==> src/rtl/dma_controller_pkg.sv <==
// Shared definitions for the DMA engine that copies external_device entries into data memory.
// Holds the bus widths, the device geometry and the controller state encoding.
package dma_defs;

    localparam int WORD_SIZE      = 16;
    localparam int DEVICE_BIT_LEN = 2;
    localparam int NUM_BLOCKS     = 3;
    localparam int DATA_W         = 4 * WORD_SIZE;

    localparam logic [DEVICE_BIT_LEN-1:0] IDLE_OFFSET = 2'b11;

    typedef logic [WORD_SIZE-1:0]      word_t;
    typedef logic [DATA_W-1:0]         entry_t;
    typedef logic [DEVICE_BIT_LEN-1:0] blk_t;

    typedef enum logic [2:0] {
        IDLE,
        REQ,
        FETCH,
        WRITE,
        DONE
    } state_e;

    // Converts a word count to whole 4-word entries, capped at what the device holds.
    function automatic blk_t clamp_blocks(input word_t len);
        word_t quads;
        quads = len >> 2;
        if (quads > word_t'(NUM_BLOCKS)) begin
            return blk_t'(NUM_BLOCKS);
        end
        return blk_t'(quads);
    endfunction

endpackage

==> src/rtl/dma_controller_if.sv <==
// Command, bus-arbitration, device and memory-write signals of the DMA engine.
// master is the DMA side; slave is the CPU / device / memory side.
interface dma_controller_if;
    import dma_defs::*;

    logic   cmd_valid;
    word_t  cmd_addr;
    word_t  cmd_length;

    logic   bg;
    logic   br;

    blk_t   dev_offset;
    entry_t dev_data;

    word_t  mem_addr;
    entry_t mem_wdata;
    logic   mem_we;
    logic   mem_ack;

    logic   busy;
    logic   dma_done;

    modport master (
        input  cmd_valid, cmd_addr, cmd_length, bg, dev_data, mem_ack,
        output br, dev_offset, mem_addr, mem_wdata, mem_we, busy, dma_done
    );

    modport slave (
        output cmd_valid, cmd_addr, cmd_length, bg, dev_data, mem_ack,
        input  br, dev_offset, mem_addr, mem_wdata, mem_we, busy, dma_done
    );

endinterface

==> src/rtl/dma_controller.sv <==
// DMA engine: after a CPU command it requests the memory bus, then for each device entry
// fetches it (one cycle) and writes it as a 4-word burst, releasing the bus and pulsing dma_done.
module dma_controller
    import dma_defs::*;
(
    input  logic             clk,
    input  logic             reset_n,
    dma_controller_if.master bus
);

    state_e state_q, state_d;
    blk_t   blk_q, blk_d;
    blk_t   nblk_q, nblk_d;
    word_t  base_q, base_d;
    word_t  mem_addr_q, mem_addr_d;
    entry_t mem_wdata_q, mem_wdata_d;

    blk_t   cmd_nblk;
    blk_t   blk_next;
    word_t  blk_byte_off;

    assign cmd_nblk     = clamp_blocks(bus.cmd_length);
    assign blk_next     = blk_q + blk_t'(1);
    assign blk_byte_off = {{(WORD_SIZE - DEVICE_BIT_LEN - 2){1'b0}}, blk_q, 2'b00};

    // NOTE: state registers use non-blocking assignments so every flop samples
    // the pre-edge value of every other flop, independent of statement order.
    always_ff @(posedge clk or negedge reset_n) begin
        if (!reset_n) begin
            state_q     <= IDLE;
            blk_q       <= '0;
            nblk_q      <= '0;
            base_q      <= '0;
            mem_addr_q  <= '0;
            mem_wdata_q <= '0;
        end else begin
            state_q     <= state_d;
            blk_q       <= blk_d;
            nblk_q      <= nblk_d;
            base_q      <= base_d;
            mem_addr_q  <= mem_addr_d;
            mem_wdata_q <= mem_wdata_d;
        end
    end

    // NOTE: every signal written here gets a hold value first, so no path can
    // leave one unassigned and infer a latch.
    always_comb begin
        state_d     = state_q;
        blk_d       = blk_q;
        nblk_d      = nblk_q;
        base_d      = base_q;
        mem_addr_d  = mem_addr_q;
        mem_wdata_d = mem_wdata_q;

        unique case (state_q)
            IDLE: begin
                if (bus.cmd_valid) begin
                    base_d  = bus.cmd_addr;
                    nblk_d  = cmd_nblk;
                    blk_d   = '0;
                    state_d = (cmd_nblk == '0) ? DONE : REQ;
                end
            end

            // bg is only looked at here, so a grant withdrawn mid-burst
            // simply parks the next block until the CPU gives the bus back.
            REQ: begin
                if (bus.bg) begin
                    state_d = FETCH;
                end
            end

            FETCH: begin
                mem_wdata_d = bus.dev_data;
                mem_addr_d  = base_q + blk_byte_off;
                state_d     = WRITE;
            end

            WRITE: begin
                if (bus.mem_ack) begin
                    blk_d   = blk_next;
                    state_d = (blk_next == nblk_q) ? DONE : REQ;
                end
            end

            DONE: begin
                state_d = IDLE;
            end

            default: begin
                state_d = IDLE;
            end
        endcase
    end

    // Outputs decode straight from state so an async reset clears them at once.
    assign bus.br         = (state_q == REQ) || (state_q == FETCH) || (state_q == WRITE);
    assign bus.mem_we     = (state_q == WRITE);
    assign bus.busy       = (state_q != IDLE);
    assign bus.dma_done   = (state_q == DONE);
    assign bus.dev_offset = (state_q == FETCH) ? blk_q : IDLE_OFFSET;
    assign bus.mem_addr   = mem_addr_q;
    assign bus.mem_wdata  = mem_wdata_q;

    a_we_implies_br : assert property (
        @(posedge clk) disable iff (!reset_n) bus.mem_we |-> bus.br
    );

    a_burst_stable : assert property (
        @(posedge clk) disable iff (!reset_n)
        (state_q == WRITE && !bus.mem_ack) |=> ($stable(mem_addr_q) && $stable(mem_wdata_q))
    );

    a_done_single : assert property (
        @(posedge clk) disable iff (!reset_n) bus.dma_done |=> !bus.dma_done
    );

    a_blk_in_range : assert property (
        @(posedge clk) disable iff (!reset_n) (state_q == WRITE) |-> (blk_q < nblk_q)
    );

endmodule
==> src/flat_wrapper.sv <==
// flat-port wrapper written by rule: the top's interface ports become plain ports
module dma_controller_flat import dma_defs::*;
  (clk, reset_n, bus_cmd_valid, bus_cmd_addr, bus_cmd_length, bus_bg, bus_dev_data, bus_mem_ack, bus_br, bus_dev_offset, bus_mem_addr, bus_mem_wdata, bus_mem_we, bus_busy, bus_dma_done);
  dma_controller_if bus_i ();
  input  logic clk;
  input  logic reset_n;
  input wire logic [$bits(bus_i.cmd_valid)-1:0] bus_cmd_valid;
  input wire logic [$bits(bus_i.cmd_addr)-1:0] bus_cmd_addr;
  input wire logic [$bits(bus_i.cmd_length)-1:0] bus_cmd_length;
  input wire logic [$bits(bus_i.bg)-1:0] bus_bg;
  input wire logic [$bits(bus_i.dev_data)-1:0] bus_dev_data;
  input wire logic [$bits(bus_i.mem_ack)-1:0] bus_mem_ack;
  output wire logic [$bits(bus_i.br)-1:0] bus_br;
  output wire logic [$bits(bus_i.dev_offset)-1:0] bus_dev_offset;
  output wire logic [$bits(bus_i.mem_addr)-1:0] bus_mem_addr;
  output wire logic [$bits(bus_i.mem_wdata)-1:0] bus_mem_wdata;
  output wire logic [$bits(bus_i.mem_we)-1:0] bus_mem_we;
  output wire logic [$bits(bus_i.busy)-1:0] bus_busy;
  output wire logic [$bits(bus_i.dma_done)-1:0] bus_dma_done;
  assign bus_i.cmd_valid = bus_cmd_valid;
  assign bus_i.cmd_addr = bus_cmd_addr;
  assign bus_i.cmd_length = bus_cmd_length;
  assign bus_i.bg = bus_bg;
  assign bus_i.dev_data = bus_dev_data;
  assign bus_i.mem_ack = bus_mem_ack;
  assign bus_br = bus_i.br;
  assign bus_dev_offset = bus_i.dev_offset;
  assign bus_mem_addr = bus_i.mem_addr;
  assign bus_mem_wdata = bus_i.mem_wdata;
  assign bus_mem_we = bus_i.mem_we;
  assign bus_busy = bus_i.busy;
  assign bus_dma_done = bus_i.dma_done;
  dma_controller u_core (.clk(clk), .reset_n(reset_n), .bus(bus_i));
endmodule
==> config.mk <==
export PLATFORM = sky130hd
export DESIGN_NAME = dma_controller_flat
export DESIGN_NICKNAME = d
export VERILOG_FILES = /design/src/rtl/dma_controller_pkg.sv /design/src/rtl/dma_controller_if.sv /design/src/rtl/dma_controller.sv /design/src/flat_wrapper.sv
export SDC_FILE = /design/constraint.sdc
export NUM_CORES = 1
export LEC_CHECK = 0
export CELL_PAD_IN_SITES_DETAIL_PLACEMENT = 1
export CELL_PAD_IN_SITES_GLOBAL_PLACEMENT = 2
export CORE_UTILIZATION = 25
export DETAILED_ROUTE_END_ITERATION = 8
export PLACE_DENSITY_LB_ADDON = 0.1
export SETUP_SLACK_MARGIN = 0.5
export SLEW_MARGIN = 5
export SYNTH_ARGS = -nofsm -noshare
export SYNTH_HDL_FRONTEND = slang
export SYNTH_SLANG_ARGS = --single-unit
==> constraint.sdc <==
create_clock -name clk -period 3.4 [get_ports clk]
set_input_delay 0.68 -clock clk [delete_from_list [all_inputs] [get_ports clk]]
set_output_delay 0.68 -clock clk [all_outputs]
set_load 0.02 [all_outputs]
# Word level (Yosys, flattened, before mapping)
# Cells that the tools add are included.
[totals]
regBits = 103
inputBits = 101
output_inout_bits = 86
elab_cells = 39
[op_classes]
n_addsub = 2
order_cmp = 1
n_eq_ne = 8
n_mux = 13
n_reduce_logical = 9
[ops]
columns = ["cell", "n"]
rows = [
  ["$add 16x4->16", 1],
  ["$mux 3", 5],
  ["$gt 14x2->1 const B", 1],
  ["$pmux 3 s4", 1],
  ["$mux 2", 5],
  ["$eq 3x2->1 const B", 2],
  ["$ne 2x2->1 const B", 3],
  ["$reduce_and 3->1", 2],
  ["$pmux 2 s2", 1],
  ["$eq 3x1->1 const B", 1],
  ["$eq 3x3->1 const B", 1],
  ["$logic_not 3->1", 1],
  ["$reduce_bool 3->1", 1],
  ["$add 2x1->2 const B", 1],
  ["$eq 2x2->1", 1],
  ["$logic_not 2->1", 1],
  ["$logic_or 1x1->1", 2],
  ["$reduce_and 2->1", 1],
  ["$reduce_bool 2->1", 1],
  ["$mux 1", 1],
]

# Depth between registers and ports, before layout
# Gate-level depths: netlist (run 1).
[logic_depth]
word_depth = 7
depth_mapped = 7
ltp_nobuf = 6

# Least setup slack after synthesis (run 1)
# Ideal clock, no wire load.
[synth_timing]
kind = "reg2out"
startpoint = "reg u_core.state_q[2]"
endpoint = "out bus_dev_offset[1]"
arrival_ns = 1.290
slack_ns = 1.430
stages_incl_launch_ff = 6
cell_sequence = "dfrtp_1 > nand2b_1 > nor2_2 > buf_2 > buf_2 > nand2_1"
[synth_between]
elab_chain_len = 2
[synth_lines]
columns = ["element", "line_no", "text"]
rows = [
  ["start: declaration", "dma_controller.sv:11", "state_e state_q, state_d;"],
  ["start signal: assignment", "dma_controller.sv:37", "state_q <= state_d;"],
  ["$eq 3x2->1", "dma_controller.sv:102", "assign bus.dev_offset = (state_q == FETCH) ? blk_q : IDLE_OFFSET;"],
  ["$mux 2", "dma_controller.sv:102", ""],
  ["end: declaration", "flat_wrapper.sv:14", "output wire logic [$bits(bus_i.dev_offset)-1:0] bus_dev_offset;"],
]
# Every way passes these cells.

# Worst setup path in the final report (run 1)
[layout_timing]
startpoint = "reg u_core.state_q[2]"
endpoint = "out bus_mem_we"
[layout_between]
elab_chain_len = 1
[layout_lines]
columns = ["element", "line_no", "text"]
rows = [
  ["$eq 3x2->1", "dma_controller.sv:99", "assign bus.mem_we = (state_q == WRITE);"],
  ["end: declaration", "flat_wrapper.sv:17", "output wire logic [$bits(bus_i.mem_we)-1:0] bus_mem_we;"],
]
# Every way passes these cells.

==> summary.md, run 1 <==
| Metric | Value |
|---|---|
| Switching portion of total power | `39.0%` |
| Xor/xnor share of the synthesized area | `2.86%` |
| Share of cells above drive strength 1 | `6.14%` |
| Flop pwr share | `34.2%` |
| Yosys reg bits | `103` |
| Logic pwr share | `47.3%` |
| I/O pins | `187` |
| Post-CTS Resized | `0` |
| Synth top area cells | `dfrtp_1 60%, nand2_1 20%, mux2_2 3.9%` |
| Vias in the first global route | `3861` |
| Final antenna diode count | `0` |
| Power Dens Cells | `963 mW/mm²` |
| Total number of vias | `3628` |
| CTS Buffer Depth | `2` |
| Root buffer selected by CTS | `clkbuf_16` |
| Clock group share of total power | `18.4%` |
| Crit-path max cell delay | `0.62 ns` |
| Clock sink total | `103` |
| Final Cycle Share | `78.7%` |
| Switch Pwr | `2500 µW` |
| CTS Hold Buffers Added | `0` |
| Worst path cell trace | `and2b_1 > nand2_1 > inv_1 > clkdlybuf4s50_1` |
| Die Y | `133 µm` |
| Number of remaining DRC errors | `0` |
| Slowest stage cell, crit path | `clkdlybuf4s50_1` |
| Synth cell count leaders | `225 x nand2_1, 103 x dfrtp_1, 15 x mux2_2` |
| Max-cap violation count | `0` |
| Yosys top cell area share | `60.2%` |
| Dpl hpwl | `8700 µm` |
| Post-Route Skew | `0.00947 ns` |
| Drt first-iter violations | `109` |
| Leak | `0.00298 µW` |
| Die footprint | `0.0176 mm²` |
| Area leader, netlist | `dfrtp_1` |
| Measured slew at the worst slew-check pin | `0.999 ns` |
| Arrival time at the worst endpoint | `1.99 ns` |
| Min cycle time layout | `2.67 ns` |
| Synth Net Count | `558` |
| Simple-Gate Fraction of Synth Area | `25.5%` |
| Slew Limit Fails | `0` |
| Mux cell area share after synthesis | `3.95%` |
| Post-Syn Area | `0.00428 mm²` |
| Final worst slack | `0.726 ns` |
| Crit-path max FO | `8` |
| Worst R2R Setup Slack | `1.35 ns` |
| Worst-Skew Late Latency | `0.35 ns` |
| Critical path launch point type | `register` |
| Unrepaired setup endpoints after global routing | `false` |
| Total Routing Usage GR | `14.7%` |
| Crit path kind | `register to output port` |
| Design Area, Final | `0.00667 mm²` |
| Port bufs | `184` |
| Internal power | `3920 µW` |
| Initial antenna violation count | `0` |
| Hold Crit Class | `input port to asynchronous set/reset pin` |
| Starting Density | `25.7%` |
| Max Freq | `374 MHz` |
| Status | `completed` |
| Core Area | `0.0166 mm²` |
| Crit. End Element | `output port` |
| Gate Count Post-Synth | `454` |
| Synth Area in Adders | `1.05%` |
| Post-Place Cells | `840` |
| Postcts setup bufs | `0` |
| Asr flop ratio synth | `100%` |
| Post-route ant nets | `0` |
| Ys flop type | `dfrtp_1` |
| Drt first pass iters | `3` |
| Avg Inst Size Synth | `9.43 µm²` |
| Largest family of logic cells by synthesized area | `simple AND/OR/NAND/NOR gates` |
| Total number of yosys warnings | `0` |
| Count leader, synth | `nand2_1` |
| Critical path's top delay family | `buffers and inverters` |
| Finish-stage setup viols | `0` |
| Fin nets | `735` |
| Die X | `133 µm` |
| Worst EP required | `2.72 ns` |
| Synth cell types | `34` |
| Wirelength per Cell | `14.3 µm` |
| Max VDD drop | `0.353 mV` |
| # H-tree levels | `3` |
| Clock slew at reported path FFs | `0.07 ns` |
| Final wirelength | `12200 µm` |
| Avg Vias per Cell | `4.24` |
| Area of placed instances | `0.00633 mm²` |
| Number of synthesized flops with an enable pin | `0` |
| Rows | `47` |
| Final setup TNS | `0 ns` |
| Rel. slew slack | `33.4%` |
| Post-synthesis compound-gate area fraction | `3.22%` |
| First-pass GRT wire length | `20100 µm` |
| Grt total ovfl | `0` |
| Final cell count without fillers | `855` |
| Hold Vio Cnt, Final | `0` |
| GP Congestion | `0.765` |
| Pre-CTS setup slack | `0.933 ns` |
| CTS tree | `done` |
| Register area share after synthesis | `60.2%` |
| CP bufs+invs | `2` |
| Maximum number of pins on one net before global-route repair | `94` |
| Num CTS Buffers | `9` |
| Layout area overhead | `55.7%` |
-- worst paths after layout --
path / cells past startpoint / endpoint / startpoint
worst max-delay path: 4 / bus_mem_we / u_core.state_q[2]$_DFFE_PN0P_
worst min register to register: 2 / u_core.bus.mem_addr[1]$_DFFE_PN0N_ / u_core.base_q[1]$_DFFE_PN0P_
max in group asynchronous: 2 / u_core.bus.mem_wdata[19]$_DFFE_PN0N_ / reset_n
worst min-delay path: 1 / u_core.bus.mem_wdata[15]$_DFFE_PN0N_ / reset_n
worst max register to register: 6 / u_core.bus.mem_addr[14]$_DFFE_PN0N_ / u_core.blk_q[0]$_DFFE_PN0P_
min in group clk: 2 / u_core.bus.mem_addr[1]$_DFFE_PN0N_ / u_core.base_q[1]$_DFFE_PN0P_
-- power groups by stage --
stage | sequential, µW | combinational (µW) | clock, µW
floorplan | 2720 | 1130 | 0
detailed placement | 2240 | 3120 | 0
finish | 2200 | 3040 | 1180
CTS | 2210 | 3130 | 1230
global placement | 2200 | 3060 | 0
global route | 2290 | 3350 | 1270
-- registers in the layout (all words and copies together), names as in the netlist --
signal                count
u_core.nblk_q             2
u_core.bus.mem_addr      16
u_core.bus.mem_wdata     64
u_core.base_q            16
u_core.state_q            3
u_core.blk_q              2
-- layout make-up --
class | instances | area, µm²
multi-input combinational | 324 | 1580
sequential | 103 | 2580
clock inverter | 6 | 110
inverter | 6 | 22.5
timing repair buffer | 187 | 1870
tap | 220 | 275
clock buffer | 9 | 225
fill | 1896 | 9980
-- cells in the final DEF (no fill, tap or decap) --
cell and instances:
nand3_1 3, clkdlybuf4s50_1 183, clkbuf_16 9, ha_1 2, mux2_2 15, a221o_1 1
clkinv_2 1, buf_4 3, xnor2_1 12, inv_1 6, nor2_1 10, nand2b_1 1
nor3_2 1, nand2b_4 1, nor3_1 3, nor4_1 8, xor2_1 2, nor2b_1 1
and2_1 2, nand2_1 225, clkinvlp_4 2, nand3_2 1, o21ai_1 3, o21ai_2 1
nor4b_1 3, dfrtp_1 103, nand4_1 2, and2b_1 1, o21bai_1 1, bufinv_16 3
nor3b_1 2, a21oi_1 6, o21ai_0 12, o22ai_1 1, nor2_4 1, buf_12 1
or3_1 2, fa_1 1
-- logic make-up after synthesis --
logic type               count (synthesis)
AO/OA/AOI/OAI                           25
XOR/XNOR                                14
adder cells (fa/ha/maj)                  3
buffers and inverters                   27
flip-flops                             103
multiplexers                            15
AND/OR/NAND/NOR                        267
-- layer usage --
layer	vias up	track usage (%)	share of wire, %
met4	0	6.83	2.5
met3	19	3.75	5.3
met1	1710	17.8	46
li1	1786	-	-
met5	-	0	0
met2	113	24.5	47
-- through the flow --
step	power [µW]	utilization, %	hold WS [ns]
6_report	6420	40.0	0.300
5_1_grt	6910	40.0	0.323
4_1_cts	6570	40.0	0.314
3_5_place_dp	5350	38.0	0.456
3_3_place_gp	5260	38.0	0.457
2_1_floorplan	3860	-	0.384
(Power assumes the default switching activity.)
==> inputs of run 2 (changes only) <==
- CORE_UTILIZATION: 25 -> 22
- clock period: 3.4 -> 2.3 ns (I/O delays scaled with it)
==> summary.md, run 2 (synthesis gave the netlist of run 1 again) <==
| Metric | Value |
|---|---|
| Wirelength per Cell | `15.1 µm` |
| # H-tree levels | `3` |
| Final Cycle Share | `82.4%` |
| Hold Vio Cnt, Final | `0` |
| Rows | `50` |
| Crit-path max FO | `5` |
| Rel. slew slack | `63.7%` |
| Clock sink total | `103` |
| Port bufs | `184` |
| Final wirelength | `13900 µm` |
| Power Dens Cells | `1360 mW/mm²` |
| Reg2reg start | `u_core.state_q[1]$_DFFE_PN0P_` |
| Leak | `0.00372 µW` |
| Max-cap violation count | `0` |
| Max Freq | `528 MHz` |
| Final antenna diode count | `0` |
| Max reg flops | `64` |
| Final setup TNS | `0 ns` |
| Critical path launch point type | `register` |
| Avg Vias per Cell | `4.10` |
| Core Area | `0.0189 mm²` |
| Max VDD drop | `0.475 mV` |
| CTS Buffer Depth | `2` |
| Total number of vias | `3760` |
| Worst-Skew Late Latency | `0.36 ns` |
| Arrival time at the worst endpoint | `1.44 ns` |
| Hold Crit Class | `input port to asynchronous set/reset pin` |
| Grt total ovfl | `0` |
| Layout area overhead | `65.5%` |
| Sequential Area | `0.00258 mm²` |
| Commonest cells after routing, fill and taps aside | `224 x nand2_1, 99 x dfrtp_1, 92 x clkdlybuf4s50_1` |
| CTS tree | `done` |
| Drt first-iter violations | `98` |
| Leading cell type in the layout, fill and taps excluded | `nand2_1` |
| Starting Density | `22.7%` |
| Total power | `9660 µW` |
| Total Routing Usage GR | `13.7%` |
| Crit-path max cell delay | `0.40 ns` |
| Worst EP required | `1.84 ns` |
| Post-route ant nets | `0` |
| Fin nets | `757` |
| Number of remaining DRC errors | `0` |
| Critical Path Source | `u_core.state_q[1]$_DFFE_PN0P_` |
| Min cycle time layout | `1.90 ns` |
| Slew Limit Fails | `0` |
| GP Congestion | `0.713` |
| Fillers | `2163` |
| Vias in the first global route | `3909` |
| Root buffer selected by CTS | `clkbuf_16` |
| First-pass GRT wire length | `21000 µm` |
| Num CTS Buffers | `9` |
| Critical path's top delay family | `simple AND/OR/NAND/NOR gates` |
| I/O pins | `187` |
| Hold WS | `0.0542 ns` |
| CTS Hold Buffers Added | `0` |
| Worst path cell trace | `buf_4 > nand2b_4 > or3_4 > buf_6` |
| Multi-input gate area | `0.00168 mm²` |
| Post-Route Skew | `0.0104 ns` |
| Drt first pass iters | `4` |
| Die footprint | `0.0200 mm²` |
| Unrepaired setup endpoints after global routing | `true` |
| Crit path kind | `register to output port` |
| Measured slew at the worst slew-check pin | `0.544 ns` |
| Worst r2r dst | `u_core.base_q[0]$_DFFE_PN0P_` |
| Initial antenna violation count | `0` |
| Clock slew at reported path FFs | `0.08 ns` |
| Die Y | `141 µm` |
| CP bufs+invs | `2` |
| Maximum number of pins on one net before global-route repair | `68` |
| Area of placed instances | `0.00643 mm²` |
| Die X | `141 µm` |
| Finish-stage setup viols | `0` |
| Worst r2r path cells | `7` |
| Crit. End Element | `output port` |
| Design Area, Final | `0.00708 mm²` |
| Status | `completed` |
| Slowest stage cell, crit path | `dfrtp_2` |
| Worst R2R Setup Slack | `0.48 ns` |
| Share of cells above drive strength 1 | `13.1%` |
| Dpl hpwl | `9350 µm` |
-- run 2: cell types whose count changed in the layout (fill, tap and decap cells not counted), sizes merged --
cell,before,now
dlygate4sd2,0,44
inv,6,7
nand2b,2,3
clkbuf,9,12
buf,4,30
dlymetal6s2s,0,41
clkinvlp,2,0
clkdlybuf4s50,183,92
-- run 2: cell type report --
type                            instances  share of cell area [%]
Sequential cell                       103                    36.5
Timing Repair Buffer                  208                    30.0
Multi-Input combinational cell        325                    23.8
Tap cell                              260                    4.59
Clock buffer                           11                    3.43
Clock inverter                          5                    1.47
Inverter                                6                   0.318
-- run 2: worst max-delay path by stage --
stage	to	slack, ns	depth (start not counted)
finish	bus_dev_offset[0]	0.40	4
global route	bus_dev_offset[0]	0.36	3
CTS	bus_dev_offset[0]	0.40	3
detailed placement	u_core.state_q[0]$_DFFE_PN0P_	0.17	5
global placement	u_core.state_q[0]$_DFFE_PN0P_	0.19	5
floorplan	u_core.bus.mem_addr[12]$_DFFE_PN0N_	0.54	6
-- run 2: timing repair --
action / 4_1_cts / 5_1_grt
resized for setup: 82 / 59
cloned: 0 / 2
setup endpoints to repair: 55 / 76
pin swaps: 1 / 9
buffers inserted: 10 / 7
-- run 2: routing by layer --
layer  global-route usage [%]  part of all wire (%)  wire, µm  vias to the layer above
li1                         -                     -         -                     1837
met1                     17.2                    46      6340                     1794
met2                     23.1                    48      6630                      113
met3                     3.21                   4.9       676                       16
met4                     4.70                   1.7       241                        0
met5                        0                     0         0                        -
-- run 2: metrics by stage --
| step | setup slack [ns] | utilization [%] | cells |
|---|---|---|---|
| floorplan | 0.543 | - | 454 |
| global placement | 0.192 | 34.0 | 883 |
| detailed placement | 0.173 | 34.0 | 883 |
| CTS | 0.398 | 36.2 | 909 |
| global route | 0.360 | 37.5 | 918 |
| finish | 0.404 | 37.5 | 918 |
-- run 2: where the power goes --
group | switching, µW | total [µW] | internal (µW)
combinational | 2670 | 4650 | 1980
clock | 705 | 1800 | 1100
sequential | 524 | 3210 | 2680
==> variant 1 (config.mk and constraints of run 2) <==
Set the package constant `DEVICE_BIT_LEN` to 8 (it was 2).
--- a/src/rtl/dma_controller_pkg.sv
+++ b/src/rtl/dma_controller_pkg.sv
@@ -5,3 +5,3 @@
     localparam int WORD_SIZE      = 16;
-    localparam int DEVICE_BIT_LEN = 2;
+    localparam int DEVICE_BIT_LEN = 8;
     localparam int NUM_BLOCKS     = 3;
Ports: changed (resized bus_dev_offset); port bits go from 187 to 193. No check against the original RTL was run, so the function may have changed too.
==> variant 1 against run 2 <==
- synthesized area grew 20%
- sequential cell count up 12
- sequential share of layout area down 2.0 points
- design area rose by 18%
- total power grew 15%
- non-clock buffer count grew 9
- clock power grew 54%
- routed wire length is 15% higher
- setup slack got worse by 0.11 ns
==> variant 1: results (changes against run 2) <==
Largest net degree at the start of global routing: 94 (+38%)
Synth warn: 0 (unchanged)
CTS buffer count: 17 (+8)
Setup WS pre-CTS: 0.177 ns (+0.00419 ns)
Launch point of the worst path: u_core.state_q[0]$_DFFE_PN0P_
Reg-to-reg setup timing slack: 0.36 ns (-0.12 ns)
End point of the critical path: bus_dev_offset[1]
Nets@finish: 879 (+16%)
Layout cells sized above 1: 17.8% (+4.8 points)
Post-Syn Nets: 669 (+20%)
Post-DR wirelength/cell: 14.7 µm (-3.0%)
CP Max Fanout: 5 (unchanged)
Worst Clk Skew: 0.00876 ns (-0.00167 ns)
Clk_lat worst skew: 0.41 ns (+0.05 ns)
Crit path DAT: 1.54 ns (+0.10 ns)
Vias: 4584 (+22%)
Slew of the pin with the lowest slew margin: 0.647 ns (+0.103 ns)
Top post-synthesis cells by count: 231 x nand2_1, 115 x dfrtp_1, 24 x nor2_1
Number of global-route vias before repair: 4997 (+28%)
Clock-pin transition on the worst setup and hold timing paths: 0.05 ns (-0.03 ns)
H-tree lvl count: 4 (+1)
Max Buffers Root-to-Sink: 2 (unchanged)
Clk Tree Root Cell: clkbuf_16
Reg-to-reg endpoint: u_core.state_q[0]$_DFFE_PN0P_
Reg2reg path depth: 8 (+1)
Final Non-Filler Cells: 1092 (+19%)
Gr usage total: 14.1% (+0.42 points)
Sequential share of the synthesized area: 56.1% (-4.1 points)
Antenna violations before repair: 1 (+1)
Period utilisation layout: 87.1% (+4.7 points)
Largest cells by area after synthesis: dfrtp_1 56%, nand2_1 17%, mux2_2 2.9%
Min-Delay Path Class: primary input to async pin
Quantity of I/O buffers inserted on ports: 190 (+3.3%)
Max reg flops: 64 (unchanged)
Ys async rst share: 100% (unchanged)
Number of diodes: 0 (unchanged)
Ys flop type: dfrtp_1
RR Startpoint: u_core.blk_q[0]$_DFFE_PN0P_
DRT Pass-1 Iters: 4 (unchanged)
Pleak: 4.01 nW (+7.7%)
Unique cell type count in the Yosys netlist: 40 (+18%)
Mapped Avg Cell Area: 9.19 µm² (-2.5%)
Global placer's final weighted congestion: 0.717 (+0.50%)
Worst VDD drop: 427 µV (-10%)
DRT iter0 DRCs: 95 (-3.1%)
Filler cells: 2618 (+21%)
DP Cell Count: 1041 (+18%)
Status: completed
Placed cell area: 0.00741 mm² (+15%)
First-pass GRT wire length: 26.5 mm (+26%)
Post-DP HPWL: 11.0 mm (+18%)
[variant 1: routing by layer]
layer / wire length [µm] / track usage [%] / up-vias / share of wire (%)
met5: 12 / 0 / - / 0.075
met4: 202 / 4.81 / 2 / 1.3
met3: 995 / 4.34 / 14 / 6.2
met2: 7690 / 23.8 / 117 / 48
met1: 7110 / 17.0 / 2218 / 44
li1: - / - / 2233 / -
[variant 1: where the power goes]
| group | leakage (nW) | switching [mW] | internal, mW |
|---|---|---|---|
| registers | 1.41 | 0.553 | 2.92 |
| logic | 2.30 | 2.82 | 2.03 |
| clock network | 0.295 | 0.920 | 1.86 |
[variant 1: worst max-delay path, stage by stage, from the launching register on]
cell and delay, ns:
dfrtp_2 0.44, nor2_4 0.19, buf_6 0.13, and2_4 0.19
nand2_4 0.06, buf_6 0.13
[variant 1: timing repair]
action,CTS,global route
buffers inserted,14,7
endpoints found under the setup margin,196,96
gates resized for setup,186,32
pin swaps,17,14
hold endpoints to repair,0,0
[variant 1: how the worst min path moves through the flow]
stage                                                 to  slack (ns)
floorplan                   u_core.base_q[0]$_DFFE_PN0P_        0.16
global placement    u_core.bus.mem_wdata[59]$_DFFE_PN0N_        0.45
detailed placement  u_core.bus.mem_wdata[59]$_DFFE_PN0N_        0.45
CTS                 u_core.bus.mem_wdata[59]$_DFFE_PN0N_        0.01
global route        u_core.bus.mem_wdata[59]$_DFFE_PN0N_        0.02
finish              u_core.bus.mem_wdata[61]$_DFFE_PN0N_       0.009
[variant 1: logic make-up (layout without fill, tap and decap cells)]
group / Yosys count / after routing / share of synthesized area, %
buffers and inverters: 34 / 255 / 2.95
adder cells (fa/ha/maj): 10 / 10 / 2.59
flip-flops: 115 / 115 / 56.1
AO/OA/AOI/OAI: 57 / 57 / 6.71
AND/OR/NAND/NOR: 306 / 306 / 24.8
XOR/XNOR: 21 / 21 / 3.59
multiplexers: 15 / 15 / 3.29
[variant 1: cell type report]
type	instances	area, µm²	share of cell area [%]
multi-input cells	409	2400	28.6
flip-flops and latches	115	2890	34.4
well taps	313	392	4.67
clock buffers	21	460	5.49
clock inverters	9	154	1.83
repair buffers	217	2070	24.6
inverters	8	30.0	0.358
==> variant 2 (flow settings as in run 2) <==
Without the edit above. The 5 states of `state_e` get a Gray code encoding in 3 bits.
--- a/src/rtl/dma_controller_pkg.sv
+++ b/src/rtl/dma_controller_pkg.sv
@@ -16,7 +16,7 @@
     typedef enum logic [2:0] {
-        IDLE,
-        REQ,
-        FETCH,
-        WRITE,
-        DONE
+        IDLE  = 3'b000,
+        REQ   = 3'b001,
+        FETCH = 3'b011,
+        WRITE = 3'b010,
+        DONE  = 3'b110
     } state_e;
Function: same outputs for any inputs over 10 cycles, from zero or initial values and one cycle with reset_n low; not proved beyond that.
==> variant 2 against run 2 <==
- sequential cell count unchanged
- non-clock buffer count down 8
- largest power group unchanged
- routed wire length shrank 12%
- design area grew 0.18%
- total power increased by 3.1%
- setup slack improved by 0.10 ns
- synthesized area is 2.9% higher
- largest cell class unchanged
- count of clock-buffer cells in the layout unchanged
==> variant 2: results (changes against run 2) <==
Top post-synthesis cells by count: 103 x dfrtp_1, 60 x mux2_2, 21 x nand2_1
Unique cell type count in the Yosys netlist: 43 (+26%)
DP Cell Count: 756 (-14%)
CP Max Fanout: 4 (-1)
Sequential share of the synthesized area: 58.5% (-1.7 points)
Status: completed
Worst Clk Skew: 0.00733 ns (-0.00310 ns)
Synth Area in XOR/XNOR: 2.59% (-0.28 points)
Area fraction in compound gates after synthesis: 3.92% (+0.71 points)
Largest cells by area after synthesis: dfrtp_1 59%, mux2_2 15%, mux2_4 6.8%
Nets@finish: 613 (-19%)
Global placer's final weighted congestion: 0.680 (-4.6%)
Vias: 3166 (-16%)
Crit path DAT: 1.33 ns (-0.11 ns)
Post-Syn Nets: 416 (-25%)
Largest net degree at the start of global routing: 61 (-10%)
Gr usage total: 12.0% (-1.6 points)
Launch point of the worst path: u_core.state_q[2]$_DFFE_PN0P_
Slew of the pin with the lowest slew margin: 0.558 ns (+0.0135 ns)
Post-synthesis mux area share: 23.1% (+19 points)
Vias per inst: 4.06 (-0.77%)
Worst VDD drop: 421 µV (-11%)
First-pass GRT wire length: 18.6 mm (-11%)
Layout cells sized above 1: 27.4% (+14 points)
DRT iter0 DRCs: 66 (-33%)
Synth Instances: 312 (-31%)
Number of global-route vias before repair: 3373 (-14%)
Quantity of I/O buffers inserted on ports: 184 (unchanged)
Post-DP HPWL: 8.85 mm (-5.3%)
RR Startpoint: u_core.blk_q[0]$_DFFE_PN0P_
Post-DR wirelength/cell: 15.7 µm (+3.7%)
Ys async rst share: 100% (unchanged)
CTS buffer count: 9 (unchanged)
Pleak: 3.43 nW (-7.9%)
Adder-Cell Fraction of Synth Area: 1.02% (-0.030 points)
DRT Pass-1 Iters: 4 (unchanged)
[variant 2: worst max-delay path: stages (launching register included)]
cell and delay, ns:
dfrtp_2 0.44, inv_2 0.09, nand3_4 0.09, or2_4 0.24
buf_6 0.13
[variant 2: layout make-up]
class | instances | area, µm²
Clock buffer | 11 | 243
Clock inverter | 5 | 56.3
Fill cell | 2124 | 12400
Inverter | 7 | 26.3
Multi-Input combinational cell | 188 | 1760
Sequential cell | 103 | 2580
Tap cell | 265 | 332
Timing Repair Buffer | 200 | 2100
[variant 2: worst paths after layout]
kind | to | slack [ns] | cells past startpoint
min reg2reg | u_core.bus.mem_addr[4]$_DFFE_PN0P_ | 0.47 | 2
max in group asynchronous | u_core.state_q[1]$_DFFE_PN0P_ | 1.35 | 3
max reg2reg | u_core.bus.mem_addr[14]$_DFFE_PN0P_ | 0.53 | 7
min | u_core.base_q[10]$_DFFE_PN0P_ | 0.46 | 2
min in group clk | u_core.bus.mem_addr[4]$_DFFE_PN0P_ | 0.47 | 2
max | bus_dev_offset[0] | 0.51 | 4
[variant 2: stage by stage]
| stage | total power [mW] | hold slack [ns] | setup slack (ns) | cell area, µm² |
|---|---|---|---|---|
| global placement | 8.55 | 0.267 | 0.299 | 6590 |
| global route | 10.7 | 0.447 | 0.401 | 7100 |
| CTS | 10.2 | 0.435 | 0.394 | 6900 |
| detailed placement | 8.67 | 0.269 | 0.265 | 6590 |
| finish | 9.96 | 0.455 | 0.509 | 7100 |
| floorplan | 6.33 | 0.164 | 0.543 | 4410 |
[variant 2: routing by layer]
metal  vias up  global-route usage, %  wire length, µm  share of wire [%]
li1       1482                      -                -                  -
met1      1589                   14.6             5230                 43
met2        88                   20.5             6190                 51
met3         7                   3.23              648                5.3
met4         0                   4.37              141                1.2
met5         -                      0                0                  0
[variant 2: where the power goes]
| part | internal [mW] | total (mW) | switching [mW] |
|---|---|---|---|
| registers | 2.73 | 3.29 | 0.558 |
| logic | 2.64 | 5.10 | 2.46 |
| clock network | 0.875 | 1.57 | 0.691 |
| total | 6.25 | 9.96 | 3.71 |
[variant 2: timing repair]
action | 4_1_cts | 5_1_grt
hold endpoints to repair | 1 | 0
pin swaps | 5 | 7
gates resized for setup | 61 | 71
setup endpoints to repair | 94 | 122
gates cloned | 0 | 0
buffers inserted | 4 | 2
hold buffers | 1 | 0
[variant 2: logic make-up (layout without fill, tap and decap cells)]
family / Yosys count / count (layout)
buffers and inverters: 21 / 223
adders and majority gates: 3 / 3
DFF: 103 / 103
xor gates and xnor gates: 13 / 13
and+or+nand+nor: 59 / 59
muxes: 84 / 84
AOI/OAI and AO/OA: 29 / 29
